`src/rtl/fp_mul_pkg.sv`:
```
// Shared types for the sequential sign/exponent/fraction multiplier:
// FSM states, result classes and the default exponent bias.
package fp_mul_pkg;

  typedef enum logic [1:0] {
    S_IDLE,
    S_MUL,
    S_NORM,
    S_DONE
  } state_e;

  // Result classes, listed in priority order (zero beats underflow beats overflow).
  typedef enum logic [1:0] {
    CLS_NORMAL,
    CLS_ZERO,
    CLS_UNF,
    CLS_OVF
  } cls_e;

  function automatic int default_bias(input int exp_w);
    return (1 << (exp_w - 1)) - 1;
  endfunction

endpackage

```
`src/rtl/fp_mul_seq_if.sv`:
```
// Operand/result handshake bundle for fp_mul_seq; the producer/consumer side
// uses the master modport, the multiplier uses the slave modport.
interface fp_mul_seq_if #(
  parameter int EXP_W  = 3,
  parameter int FRAC_W = 4
);
  localparam int W = 1 + EXP_W + FRAC_W;

  logic         in_valid;
  logic         in_ready;
  logic [W-1:0] a;
  logic [W-1:0] b;
  logic         rnd;
  logic         out_valid;
  logic         out_ready;
  logic [W-1:0] y;
  logic         ovf;
  logic         unf;

  modport master (
    output in_valid, a, b, rnd, out_ready,
    input  in_ready, out_valid, y, ovf, unf
  );

  modport slave (
    input  in_valid, a, b, rnd, out_ready,
    output in_ready, out_valid, y, ovf, unf
  );

endinterface

```
`src/rtl/sig_mul_seq.sv`:
```
// Iterative shift-add significand multiplier: one multiplier bit per cycle,
// LSB first; product is valid once done_o has been seen.
module sig_mul_seq #(
  parameter int N = 5
) (
  input  logic           clk,
  input  logic           rst_n,
  input  logic           start_i,
  input  logic [N-1:0]   mcand_i,
  input  logic [N-1:0]   mplier_i,
  output logic           done_o,
  output logic [2*N-1:0] prod_o
);

  localparam int              CNT_W = $clog2(N);
  localparam logic [CNT_W-1:0] LAST = CNT_W'(N - 1);

  logic             busy_q;
  logic [CNT_W-1:0] cnt_q;
  logic [N-1:0]     mcand_q;
  logic [2*N-1:0]   acc_q;
  logic [N:0]       sum;

  // NOTE: registers use <= so every flop samples pre-edge values regardless of statement order.
  always_ff @(posedge clk or negedge rst_n) begin
    if (!rst_n) begin
      busy_q <= 1'b0;
      cnt_q  <= '0;
    end else if (start_i) begin
      busy_q <= 1'b1;
      cnt_q  <= '0;
    end else if (busy_q) begin
      cnt_q <= (cnt_q == LAST) ? '0 : cnt_q + CNT_W'(1);
      if (cnt_q == LAST) busy_q <= 1'b0;
    end
  end

  // Upper half accumulates the partial sum; lower half still holds unused multiplier bits.
  assign sum = {1'b0, acc_q[2*N-1:N]} + (acc_q[0] ? {1'b0, mcand_q} : '0);

  // NOTE: datapath flops have no reset; busy_q qualifies them and start_i always reloads them.
  always_ff @(posedge clk) begin
    if (start_i) begin
      mcand_q <= mcand_i;
      acc_q   <= {{N{1'b0}}, mplier_i};
    end else if (busy_q) begin
      acc_q <= {sum, acc_q[N-1:1]};
    end
  end

  assign done_o = busy_q && (cnt_q == LAST);
  assign prod_o = acc_q;

endmodule

```
`src/rtl/fp_mul_seq.sv`:
```
// Sequential floating-point multiplier: handshake, exponent path, normalisation,
// rounding and saturation around the iterative significand multiplier.
module fp_mul_seq
  import fp_mul_pkg::*;
#(
  parameter int EXP_W  = 3,
  parameter int FRAC_W = 4,
  parameter int BIAS   = default_bias(EXP_W)
) (
  input  logic        clk,
  input  logic        rst_n,
  fp_mul_seq_if.slave bus
);

  localparam int W   = 1 + EXP_W + FRAC_W;
  localparam int EW2 = EXP_W + 2;
  localparam int PW  = 2 * FRAC_W + 2;
  localparam logic signed [EW2-1:0] BIAS_S  = EW2'(BIAS);
  localparam logic signed [EW2-1:0] EXP_MAX = EW2'((1 << EXP_W) - 1);
  localparam logic signed [EW2-1:0] EXP_MIN = EW2'(1);

  state_e state_q, state_d;

  logic                  idle;
  logic                  accept;
  logic                  mul_done;
  logic [PW-1:0]         prod;
  logic [EXP_W-1:0]      exp_a, exp_b;
  logic signed [EW2-1:0] exp_sum;

  logic                  sign_q, zero_q, rnd_q;
  logic signed [EW2-1:0] exp_q;

  logic [PW-2:0]         norm;
  logic [FRAC_W-1:0]     frac_keep;
  logic                  guard, sticky, rnd_up, carry;
  logic [FRAC_W:0]       frac_rnd;
  logic signed [EW2-1:0] exp_inc, exp_fin;

  cls_e                  cls;
  logic [W-1:0]          y_d, y_q;
  logic                  ovf_d, ovf_q, unf_d, unf_q;

  assign idle   = (state_q == S_IDLE);
  assign accept = idle && bus.in_valid;

  assign exp_a   = bus.a[W-2 -: EXP_W];
  assign exp_b   = bus.b[W-2 -: EXP_W];
  assign exp_sum = $signed({2'b00, exp_a}) + $signed({2'b00, exp_b}) - BIAS_S;

  sig_mul_seq #(.N(FRAC_W + 1)) u_sig_mul (
    .clk      (clk),
    .rst_n    (rst_n),
    .start_i  (accept),
    .mcand_i  ({1'b1, bus.a[FRAC_W-1:0]}),
    .mplier_i ({1'b1, bus.b[FRAC_W-1:0]}),
    .done_o   (mul_done),
    .prod_o   (prod)
  );

  // Operand-derived fields are only consumed in NORM, always after a capture.
  always_ff @(posedge clk) begin
    if (accept) begin
      sign_q <= bus.a[W-1] ^ bus.b[W-1];
      zero_q <= (exp_a == '0) || (exp_b == '0);
      rnd_q  <= bus.rnd;
      exp_q  <= exp_sum;
    end
  end

  // Left-align so the hidden one sits just above norm; the product MSB picks the shift.
  assign norm      = prod[PW-1] ? prod[PW-2:0] : {prod[PW-3:0], 1'b0};
  assign frac_keep = norm[PW-2 -: FRAC_W];
  assign guard     = norm[PW-2-FRAC_W];
  assign sticky    = |norm[PW-3-FRAC_W:0];
  assign rnd_up    = rnd_q && guard && (sticky || frac_keep[0]);
  assign frac_rnd  = {1'b0, frac_keep} + (FRAC_W + 1)'(rnd_up);
  assign carry     = frac_rnd[FRAC_W];
  assign exp_inc   = EW2'(prod[PW-1]) + EW2'(carry);
  assign exp_fin   = exp_q + exp_inc;

  // NOTE: every always_comb output gets a default first, so no path can infer a latch.
  always_comb begin
    state_d = state_q;
    cls     = CLS_NORMAL;
    y_d     = {sign_q, exp_fin[EXP_W-1:0], frac_rnd[FRAC_W-1:0]};
    ovf_d   = 1'b0;
    unf_d   = 1'b0;

    unique case (state_q)
      S_IDLE: if (bus.in_valid) state_d = S_MUL;
      S_MUL:  if (mul_done) state_d = S_NORM;
      S_NORM: state_d = S_DONE;
      S_DONE: if (bus.out_ready) state_d = S_IDLE;
      default: state_d = S_IDLE;
    endcase

    if (zero_q)                 cls = CLS_ZERO;
    else if (exp_fin < EXP_MIN) cls = CLS_UNF;
    else if (exp_fin > EXP_MAX) cls = CLS_OVF;

    case (cls)
      CLS_ZERO: y_d = '0;
      CLS_UNF: begin
        y_d   = '0;
        unf_d = 1'b1;
      end
      CLS_OVF: begin
        y_d   = {sign_q, {(W-1){1'b1}}};
        ovf_d = 1'b1;
      end
      default: ;
    endcase
  end

  always_ff @(posedge clk or negedge rst_n) begin
    if (!rst_n) begin
      state_q <= S_IDLE;
      y_q     <= '0;
      ovf_q   <= 1'b0;
      unf_q   <= 1'b0;
    end else begin
      state_q <= state_d;
      if (state_q == S_NORM) begin
        y_q   <= y_d;
        ovf_q <= ovf_d;
        unf_q <= unf_d;
      end
    end
  end

  assign bus.in_ready  = idle;
  assign bus.out_valid = (state_q == S_DONE);
  assign bus.y         = y_q;
  assign bus.ovf       = ovf_q;
  assign bus.unf       = unf_q;

endmodule

```
`src/flat_wrapper.sv`:
```
// flat-port wrapper written by rule: the top's interface ports become plain ports
module fp_mul_seq_flat import fp_mul_pkg::*;
#(
  parameter int EXP_W  = 3,
  parameter int FRAC_W = 4,
  parameter int BIAS   = default_bias(EXP_W)
)
  (clk, rst_n, bus_in_valid, bus_a, bus_b, bus_rnd, bus_out_ready, bus_in_ready, bus_out_valid, bus_y, bus_ovf, bus_unf);
  fp_mul_seq_if #(.EXP_W(EXP_W), .FRAC_W(FRAC_W)) bus_i ();
  input  logic clk;
  input  logic rst_n;
  input wire logic [$bits(bus_i.in_valid)-1:0] bus_in_valid;
  input wire logic [$bits(bus_i.a)-1:0] bus_a;
  input wire logic [$bits(bus_i.b)-1:0] bus_b;
  input wire logic [$bits(bus_i.rnd)-1:0] bus_rnd;
  input wire logic [$bits(bus_i.out_ready)-1:0] bus_out_ready;
  output wire logic [$bits(bus_i.in_ready)-1:0] bus_in_ready;
  output wire logic [$bits(bus_i.out_valid)-1:0] bus_out_valid;
  output wire logic [$bits(bus_i.y)-1:0] bus_y;
  output wire logic [$bits(bus_i.ovf)-1:0] bus_ovf;
  output wire logic [$bits(bus_i.unf)-1:0] bus_unf;
  assign bus_i.in_valid = bus_in_valid;
  assign bus_i.a = bus_a;
  assign bus_i.b = bus_b;
  assign bus_i.rnd = bus_rnd;
  assign bus_i.out_ready = bus_out_ready;
  assign bus_in_ready = bus_i.in_ready;
  assign bus_out_valid = bus_i.out_valid;
  assign bus_y = bus_i.y;
  assign bus_ovf = bus_i.ovf;
  assign bus_unf = bus_i.unf;
  fp_mul_seq #(.EXP_W(EXP_W), .FRAC_W(FRAC_W), .BIAS(BIAS)) u_core (.clk(clk), .rst_n(rst_n), .bus(bus_i));
endmodule
```
`config.mk`:
```
export PLATFORM = sky130hd
export DESIGN_NAME = fp_mul_seq_flat
export DESIGN_NICKNAME = d
export VERILOG_FILES = /design/src/rtl/fp_mul_pkg.sv /design/src/rtl/fp_mul_seq_if.sv /design/src/rtl/sig_mul_seq.sv /design/src/rtl/fp_mul_seq.sv /design/src/flat_wrapper.sv
export SDC_FILE = /design/constraint.sdc
export NUM_CORES = 1
export LEC_CHECK = 0
export BUFFER_PORTS_ARGS = -buffer_cell sky130_fd_sc_hd__buf_2
export CORE_ASPECT_RATIO = 1.25
export CORE_MARGIN = 4
export CORE_UTILIZATION = 57
export DETAILED_ROUTE_END_ITERATION = 12
export GPL_TIMING_DRIVEN = 0
export PLACE_DENSITY = 0.87
export SLEW_MARGIN = 30
export SYNTH_ARGS = -nofsm -noshare
export SYNTH_HDL_FRONTEND = slang
export SYNTH_HIERARCHICAL = 1
export SYNTH_SLANG_ARGS = --single-unit
export TNS_END_PERCENT = 10
```
`constraint.sdc`:
```
create_clock -name clk -period 4.3 [get_ports clk]
set_clock_uncertainty 0.05 [all_clocks]
set_input_delay 0.215 -clock clk [delete_from_list [all_inputs] [get_ports clk]]
set_output_delay 0.215 -clock clk [all_outputs]
set_load 0.01 [all_outputs]
```
# Word level (Yosys, flattened, before mapping)
# Index checks and enable logic that the tools add are counted.
# word_totals
word_cells,66
inputBits,21
ff_bits,38
out_inout_bits,12
# classes
reduce_logical,13
n_lt_le_gt_ge,2
bitwise,1
n_eq_ne,10
add_sub_neg,7
n_mux,20
# ops
operator,n
one-hot mux 8 bit (2 select lines),1
2-to-1 mux 2 bit,6
2-to-1 mux 3 bit,3
2-to-1 mux 9 bit,1
"equality test 2 bit, second input constant",4
2-to-1 mux 4 bit,2
one-hot mux 2 bit (4 select lines),1
adder 5 x 5 -> 6 bit,1
zero test 3 bit,2
adder 4 x 1 -> 5 bit,1
adder 5 bit,1
"greater-than comparator 5 x 4 -> 1 bit, second input constant",1
"< comparator 5 x 2 -> 1 bit, second input constant",1
2-to-1 mux 1 bit,5
2-to-1 mux 5 bit,1
"subtractor 5 x 3 -> 5 bit, second input constant",1
adder 3 x 3 -> 4 bit,1
"equality test 2 x 1 -> 1 bit, second input constant",2
logical AND 1 bit,4
"!= test 2 bit, second input constant",2
OR reduction 4 bit,1
"adder 3 x 1 -> 3 bit, second input constant",1
"equality test 3 bit, second input constant",1
AND reduction 3 bit,1
other kinds (7),8

# Logic depth before layout (Yosys ltp)
# Gate-level depths: netlist of run 1.
# logic_depth
word_depth,14
mapped_depth,14
mapped_depth_nobuf,13

# Modules after synthesis
# Netlist of run 1, hierarchy kept.
# modules_own_cells
mod,seq_area_each_um2,n_inst,cells_per_inst,area_each_um2
fp_mul_seq,540.5,1,135,1350.0
sig_mul_seq,500.5,1,86,997.2

# Least setup slack after synthesis of run 1
# OpenSTA, ideal clock, no wires.
# synth_path
kind,flip-flop to flip-flop
from,"register u_core.u_sig_mul.acc_q[9], in the netlist u_core/u_sig_mul/prod_o[9]"
to,"register u_core.y_q[3], in the netlist u_core/bus.y[3]"
slack_ns,0.696
required_time_ns,4.149
t_arrival_ns,3.454
setup_time_ns,0.101
n_path_buf,1
period_less_slack_ns,3.604
stages_incl_launch_ff,14
path_cell_list,dfxtp_1 > clkbuf_1 > mux2_2 > ha_1 > nand2_1 > nor2_1 > ha_1 > ha_1 > inv_1 > fa_1 > nand3b_1 > xor2_1 > or4b_4 > o311ai_2
# synth_via
elab_chain_len,14
elab_cells_between_ends,18
cone_classes,add/sub: 3; order compare: 2; eq/ne: 3; mux: 5; reduce/logical: 5
# synth_rtl
element,line,text
start: declaration,sig_mul_seq.sv:21,logic [2*N-1:0] acc_q;
start signal: assignment,sig_mul_seq.sv:45,"acc_q <= {{N{1'b0}}, mplier_i};"
start signal: assignment,sig_mul_seq.sv:47,"acc_q <= {sum, acc_q[N-1:1]};"
2-to-1 mux 9 bit,fp_mul_seq.sv:72,"assign norm = prod[PW-1] ? prod[PW-2:0] : {prod[PW-3:0], 1'b0};"
OR reduction 4 bit,fp_mul_seq.sv:75,assign sticky = |norm[PW-3-FRAC_W:0];
logical OR 1 bit,fp_mul_seq.sv:76,assign rnd_up = rnd_q && guard && (sticky || frac_keep[0]);
logical AND 1 bit,fp_mul_seq.sv:76,
adder 4 x 1 -> 5 bit,fp_mul_seq.sv:77,"assign frac_rnd = {1'b0, frac_keep} + (FRAC_W + 1)'(rnd_up);"
adder 1 x 1 -> 2 bit,fp_mul_seq.sv:79,assign exp_inc = EW2'(prod[PW-1]) + EW2'(carry);
adder 5 bit,fp_mul_seq.sv:80,assign exp_fin = exp_q + exp_inc;
greater-than comparator 5 x 4 -> 1 bit,fp_mul_seq.sv:100,else if (exp_fin > EXP_MAX) cls = CLS_OVF;
2-to-1 mux 2 bit,fp_mul_seq.sv:100,
2-to-1 mux 2 bit,fp_mul_seq.sv:99,else if (exp_fin < EXP_MIN) cls = CLS_UNF;
2-to-1 mux 2 bit,fp_mul_seq.sv:98,if (zero_q) cls = CLS_ZERO;
equality test 2 x 1 -> 1 bit / equality test 2 bit (equally long branches),fp_mul_seq.sv:102,case (cls)
OR reduction 2 bit (no line),--,
one-hot mux 8 bit (2 select lines) *,fp_mul_seq.sv:102,
end signal: assignment,fp_mul_seq.sv:125,y_q <= y_d;
end: declaration,fp_mul_seq.sv:41,"logic [W-1:0] y_d, y_q;"
# Mark *: on every way between the ends. The rest lies on a longest branch, timed or not.
# A chain may end at the register's enable or synchronous reset.

# Worst setup path in the final report of run 1
# Ends and elaborated chain as after synthesis.

==> metrics.txt, run 1 <==
Root Buffer Master=clkbuf_8; Hold WS=approximately 37 ps; Yosys cell types=52; diode count=0; vias per std cell=between 5 and 6; post-DP HPWL=between 3 and 4 mm; core box area=around 0.0039 mm²; Clk Latency, worst-skew pair=300 ps; Hold WC Path Type=in -> reg; Max FO, Critical Path=9; Setup crit end kind=register; Worst VDD drop=between 0.3 and 0.4 mV; worst-case clock buffer depth=2; vias in the first global route=about 1700; Final setup viols=0; Max Cap Viol=0; CTS tree=yes; Main synth FF type=edfxtp_1; global-route wire length before repair=roughly 7.2 mm; DRT Pass-1 Iters=4; fin. max-slew vios=0; largest net degree at the start of global routing=17; Tcrit/Tclk final=0.926; maximum clock rate=~250 MHz; initial antenna violation count=0; status=finished clean; Required @ worst endpoint=4450 ps; Vias=approximately 1700; critical path class=reg -> reg; clk sinks=39; Die Area=roughly 0.0052 mm²; min Tclk post-route=3980 ps; final wirelength=around 4.3 mm; total track usage=0.182; height of the die=79.7 µm; Seq cells post-synth=39; area grow syn2layout=14.2%; Sum Neg Setup Slack=0 ps; drt initial violations=103; unrepaired setup endpoints after global routing=false; Starting Density=0.605; # resized after CTS=0; boundary pin count=33; Overflow after GRT=0; Final Power=between 1.5 and 2 mW; sequential area share after synthesis=0.443; synthesized area per cell=~11 µm²; CP Launch Type=register; Num CTS Buffers=5; mapped cell area=roughly 0.0023 mm²; final hold violations=0; Leakage=between 1 and 1.5 nW; std cell rows=25; # DRC=0; asr flop ratio synth=0.410; Final ANT Viol Nets=0; Clock transition at path regs=roughly 80 ps; GPL Wtd Cong=0.878; H-Tree Level Count=2; share of layout cells above drive strength 1=0.213; Total Nets Final=between 300 and 400; Max-slew headroom=0.519; Synth warnings=6; CP arrival=4140 ps; P per Cell Area=about 600 mW/mm²; Buffers on Ports=32; Post-synth EDFFs=18; wire per inst=about 14 µm; Mapped Cells=roughly 220; die width=roughly 65 µm; Worst-Margin Slew=722 ps; Util after Layout=0.691
## sequential cells by signal (all words and copies together), names as in the netlist
name	count
u_core/u_sig_mul/prod_o	10
u_core/bus.y	8
u_core/exp_q	5
u_core/u_sig_mul/mcand_q	5
u_core/u_sig_mul/cnt_q	3
u_core/state_q	2
u_core/bus.ovf	1
u_core/bus.unf	1
u_core/rnd_q	1
u_core/sign_q	1
u_core/u_sig_mul/busy_q	1
u_core/zero_q	1
## through the flow
step | setup slack, ps | area [µm²] | instances
floorplan | 696 | 2350 | 222
global placement | 425 | 2580 | 308
detailed placement | 341 | 2580 | 308
CTS | 319 | 2680 | 317
global route | 103 | 2680 | 317
finish | 319 | 2680 | 317
## worst max-delay path, cell delays in order (launching register included)
cell and delay [ps]:
dfxtp_1 380, clkbuf_1 420, mux2_2 400, ha_1 220, nand2_1 70, nor2_1 40, ha_1 280, ha_1 210
inv_1 70, fa_1 440, nand3b_1 220, xor2_1 250, or4b_4 530, o311ai_2 280
## cell usage after synthesis (all sizes together) (6+ instances only)
library cell / count / area (µm²)
edfxtp: 18 / 541
mux2: 6 / 67.6
mux2i: 8 / 80.1
o21ai: 7 / 35.0
ha: 20 / 250
nor2: 15 / 56.3
dfrtp: 16 / 400
nand2: 14 / 52.6
inv: 31 / 116
## cell usage in the layout, fill, tap and decap left out, types with 5 or more instances in the layout
master     instances
mux2_2             6
clkbuf_8           6
a21oi_1            5
inv_1             31
buf_2             33
and2_1             5
dfxtp_1            5
mux2i_1            8
edfxtp_1          18
o21ai_0            7
o2bb2ai_1          5
ha_1              20
nor2_1            15
dfrtp_1           16
nand2_1           14
## final cells by class
class	instances	area (µm²)
Sequential cell	39	1040
Inverter	31	116
Fill cell	309	1200
Buffer	5	31.3
Timing Repair Buffer	33	170
Clock buffer	7	86.3
Tap cell	54	67.6
Clock inverter	1	5.00
Multi-Input combinational cell	147	1160
## routing by layer
metal | up-vias | global-route usage | wire (µm)
li1 | 863 | - | -
met1 | 807 | 0.203 | 1860
met2 | 36 | 0.314 | 2210
met3 | 7 | 0.0352 | 162
met4 | 0 | 0.110 | 86
met5 | - | 0 | 0
## power by group
group	leakage (nW)	switching, mW	total [mW]	internal (mW)
logic	0.762	0.371	0.698	0.327
clock network	0.0482	0.126	0.255	0.129
registers	0.419	0.107	0.653	0.546
## kinds of logic after synthesis
| group | synth area share |
|---|---|
| adders and majority gates | 0.132 |
| DFF | 0.443 |
| buffers and inverters | 0.0629 |
| other | 0.00160 |
| AOI/OAI and AO/OA | 0.127 |
| xor gates and xnor gates | 0.0224 |
| and+or+nand+nor | 0.148 |
| muxes | 0.0629 |
## path summary, 6_finish.rpt
path	startpoint	depth (start not counted)	endpoint	slack, ps
max	u_core/u_sig_mul/prod_o[9]	13	u_core/bus.y[3]	320
min	bus_a[0]	1	u_core/u_sig_mul/mcand_q[0]	40
max reg2reg	u_core/u_sig_mul/prod_o[9]	13	u_core/bus.y[3]	320
min reg2reg	u_core/bus.y[4]	1	u_core/bus.y[4]	430
max in group asynchronous	rst_n	2	u_core/u_sig_mul/cnt_q[2]	3610
min in group asynchronous	rst_n	2	u_core/bus.y[3]	310
## what timing repair did
item | CTS | global route
setup buffers | 0 | 0
hold buffers | 1 | 0
hold endpoints to repair | 16 | 0
Note: power is estimated with default switching activity, not from simulation.
==> run 2, diff against run 1 <==
Settings changed: GPL_TIMING_DRIVEN 0 to 1.
==> run 2 against run 1 <==
Compared with the run above:
- design area decreased by 0.98%
- first-iteration DRC count decreased by 15%
- core utilization decreased by 0.68 points
- clock power decreased by 9.4%
- clock-buffer cell count unchanged
==> metrics.txt, run 2 (synthesized netlist as in run 1, its figures left out) <==
final wirelength=4.19 mm (was 4.32 mm); CP Launch Type=register (unchanged); # DRC=0 (unchanged); CTS tree=yes (unchanged); Sw Share=0.377 (was 0.376); max reg flops=10 (unchanged); Worst-Margin Slew=601 ps (was 722 ps); Sum Neg Setup Slack=0 ps (unchanged); CP max stage cell=or4b_4 (unchanged); CP arrival=3690 ps (was 4140 ps); final hold violations=0 (unchanged); P per Cell Area=592 mW/mm² (was 599 mW/mm²); # resized after CTS=0 (unchanged); Starting Density=0.605 (unchanged); min Tclk post-route=3550 ps (was 3980 ps); most used cell along the critical path=ha_1 (unchanged); drt initial violations=88 (was 103); Final ANT Viol Nets=0 (unchanged); Final setup viols=0 (unchanged); Clk Latency, worst-skew pair=280 ps (was 300 ps); Overflow after GRT=0 (unchanged); internal power=0.979 mW (was 1.00 mW); Tcrit/Tclk final=0.825 (was 0.926); Total Nets Final=303 (was 306); critical path class=reg -> reg (unchanged); Leakage=1.22 nW (was 1.23 nW); Final Power=1.57 mW (was 1.61 mW); Buffers on Ports=32 (unchanged); H-Tree Level Count=2 (unchanged); Comb pwr share=0.428 (was 0.434); maximum clock rate=282 MHz (was 251 MHz); Required @ worst endpoint=4440 ps (was 4450 ps); wire per inst=13.3 µm (was 13.6 µm); Root Buffer Master=clkbuf_8 (unchanged); worst-case clock buffer depth=2 (unchanged); Crit path largest cell delay=530 ps (about the same); height of the die=79.7 µm (unchanged); post-DP HPWL=3.20 mm (was 3.27 mm); clk sinks=39 (unchanged); Vias=1711 (was 1713); total track usage=0.186 (was 0.182); Max-slew headroom=0.599 (was 0.519); Max Cap Viol=0 (unchanged); Setup crit end kind=register (unchanged); largest net degree at the start of global routing=33 (was 17); Num CTS Buffers=5 (unchanged); setup repair bufs after CTS=0 (unchanged); core box area=0.00388 mm² (unchanged); Worst VDD drop=0.385 mV (was 0.331 mV); status=finished clean (unchanged); unrepaired setup endpoints after global routing=false (unchanged); diode count=0 (unchanged); boundary pin count=33 (unchanged); vias in the first global route=1688 (was 1734); global-route wire length before repair=7.40 mm (was 7.25 mm); Hold Path Stages=1 (unchanged); most frequent cells in the layout=buf_2, inv_1, ha_1 (unchanged); vias per std cell=5.45 (was 5.40); Die Area=0.00521 mm² (unchanged); Clock Power Share=0.147 (was 0.159); Max FO, Critical Path=5 (was 9); fin area=0.00265 mm² (was 0.00268 mm²); initial antenna violation count=0 (unchanged); std cell rows=25 (unchanged); Psw=0.591 mW (was 0.604 mW); placed cell areas=0.00256 mm² (was 0.00258 mm²); R2R depth=12 (was 13); Seq pwr share=0.425 (was 0.407); Hold WC Path Type=in -> reg (unchanged); fin. max-slew vios=0 (unchanged); DRT Pass-1 Iters=4 (unchanged); commonest non-fill, non-tap cell in the layout=buf_2 (unchanged); critical-path cell list=mux2_2 > ha_1 > nand2_1 > nor2_1 > ha_1 > ha_1 > inv_1 > fa_1 > nand3b_1 > xor2_1 > or4b_4 > o311ai_2 (was clkbuf_1 > mux2_2 > ha_1 > nand2_1 > nor2_1 > ha_1 > ha_1 > inv_1 > fa_1 > nand3b_1 > xor2_1 > or4b_4 > o311ai_2); GPL Wtd Cong=0.892 (was 0.878); die width=65.4 µm (unchanged); area grow syn2layout=13.1% (was 14.2%); Clock transition at path regs=70 ps (was 80 ps); share of layout cells above drive strength 1=0.208 (was 0.213)
-- run 2: changes by cell type in the layout (fill, tap and decap cells not counted), sizes merged --
cell    before  now
clkbuf       9    7
buf         35   34
-- run 2: path summary, 6_finish.rpt --
kind,startpoint,endpoint,slack [ps]
worst min-delay path,bus_rnd,u_core/rnd_q,50
worst min register to register,u_core/bus.y[6],u_core/bus.y[6],440
worst max-delay path,u_core/u_sig_mul/prod_o[9],u_core/bus.y[3],750
min in group asynchronous,rst_n,u_core/bus.y[3],320
max in group asynchronous,rst_n,u_core/u_sig_mul/cnt_q[1],3600
worst max register to register,u_core/u_sig_mul/prod_o[9],u_core/bus.y[3],750
-- run 2: power by group through the flow --
stage	clock network, mW	registers [mW]	logic (mW)
finish	0.231	0.668	0.672
global route	0.260	0.692	0.760
CTS	0.240	0.668	0.677
detailed placement	0	0.675	0.669
global placement	0	0.668	0.643
floorplan	0	0.647	0.518
-- run 2: layer usage --
layer	up-vias	part of all wire	global-route usage
li1	852	-	-
met1	810	0.40	0.211
met2	40	0.53	0.324
met3	9	0.045	0.0296
met4	0	0.022	0.110
met5	-	0	0
-- run 2: metrics by stage --
step / cells / setup slack, ps / hold slack [ps] / utilization
2_1_floorplan: 222 / 696 / -131 / -
3_3_place_gp: 305 / 939 / 97.2 / 0.661
3_5_place_dp: 305 / 777 / 101 / 0.661
4_1_cts: 314 / 757 / 40.9 / 0.684
5_1_grt: 314 / 550 / 35.6 / 0.684
6_report: 314 / 755 / 53.4 / 0.684
-- run 2: what timing repair did --
| item | in CTS | in global routing |
|---|---|---|
| hold endpoints to repair | 16 | 0 |
| endpoints found under the setup margin | 0 | 0 |
| hold buffers | 1 | 0 |
-- run 2: worst max-delay path, delay by kind of cell, from the launching register on --
kind / cells / cell delay [ps]
compound gates: 1 / 280
xor+xnor: 1 / 250
fa+ha+maj: 4 / 1150
buf+inv: 1 / 70
flops: 1 / 420
mux: 1 / 360
simple gates: 4 / 880
-- run 2: layout make-up --
type,count,area [µm²]
clock inverters,1,5.00
well taps,54,67.6
clock buffers,7,76.3
flip-flops and latches,39,1040
multi-input cells,147,1160
repair buffers,35,185
inverters,31,116
fillers,330,1220
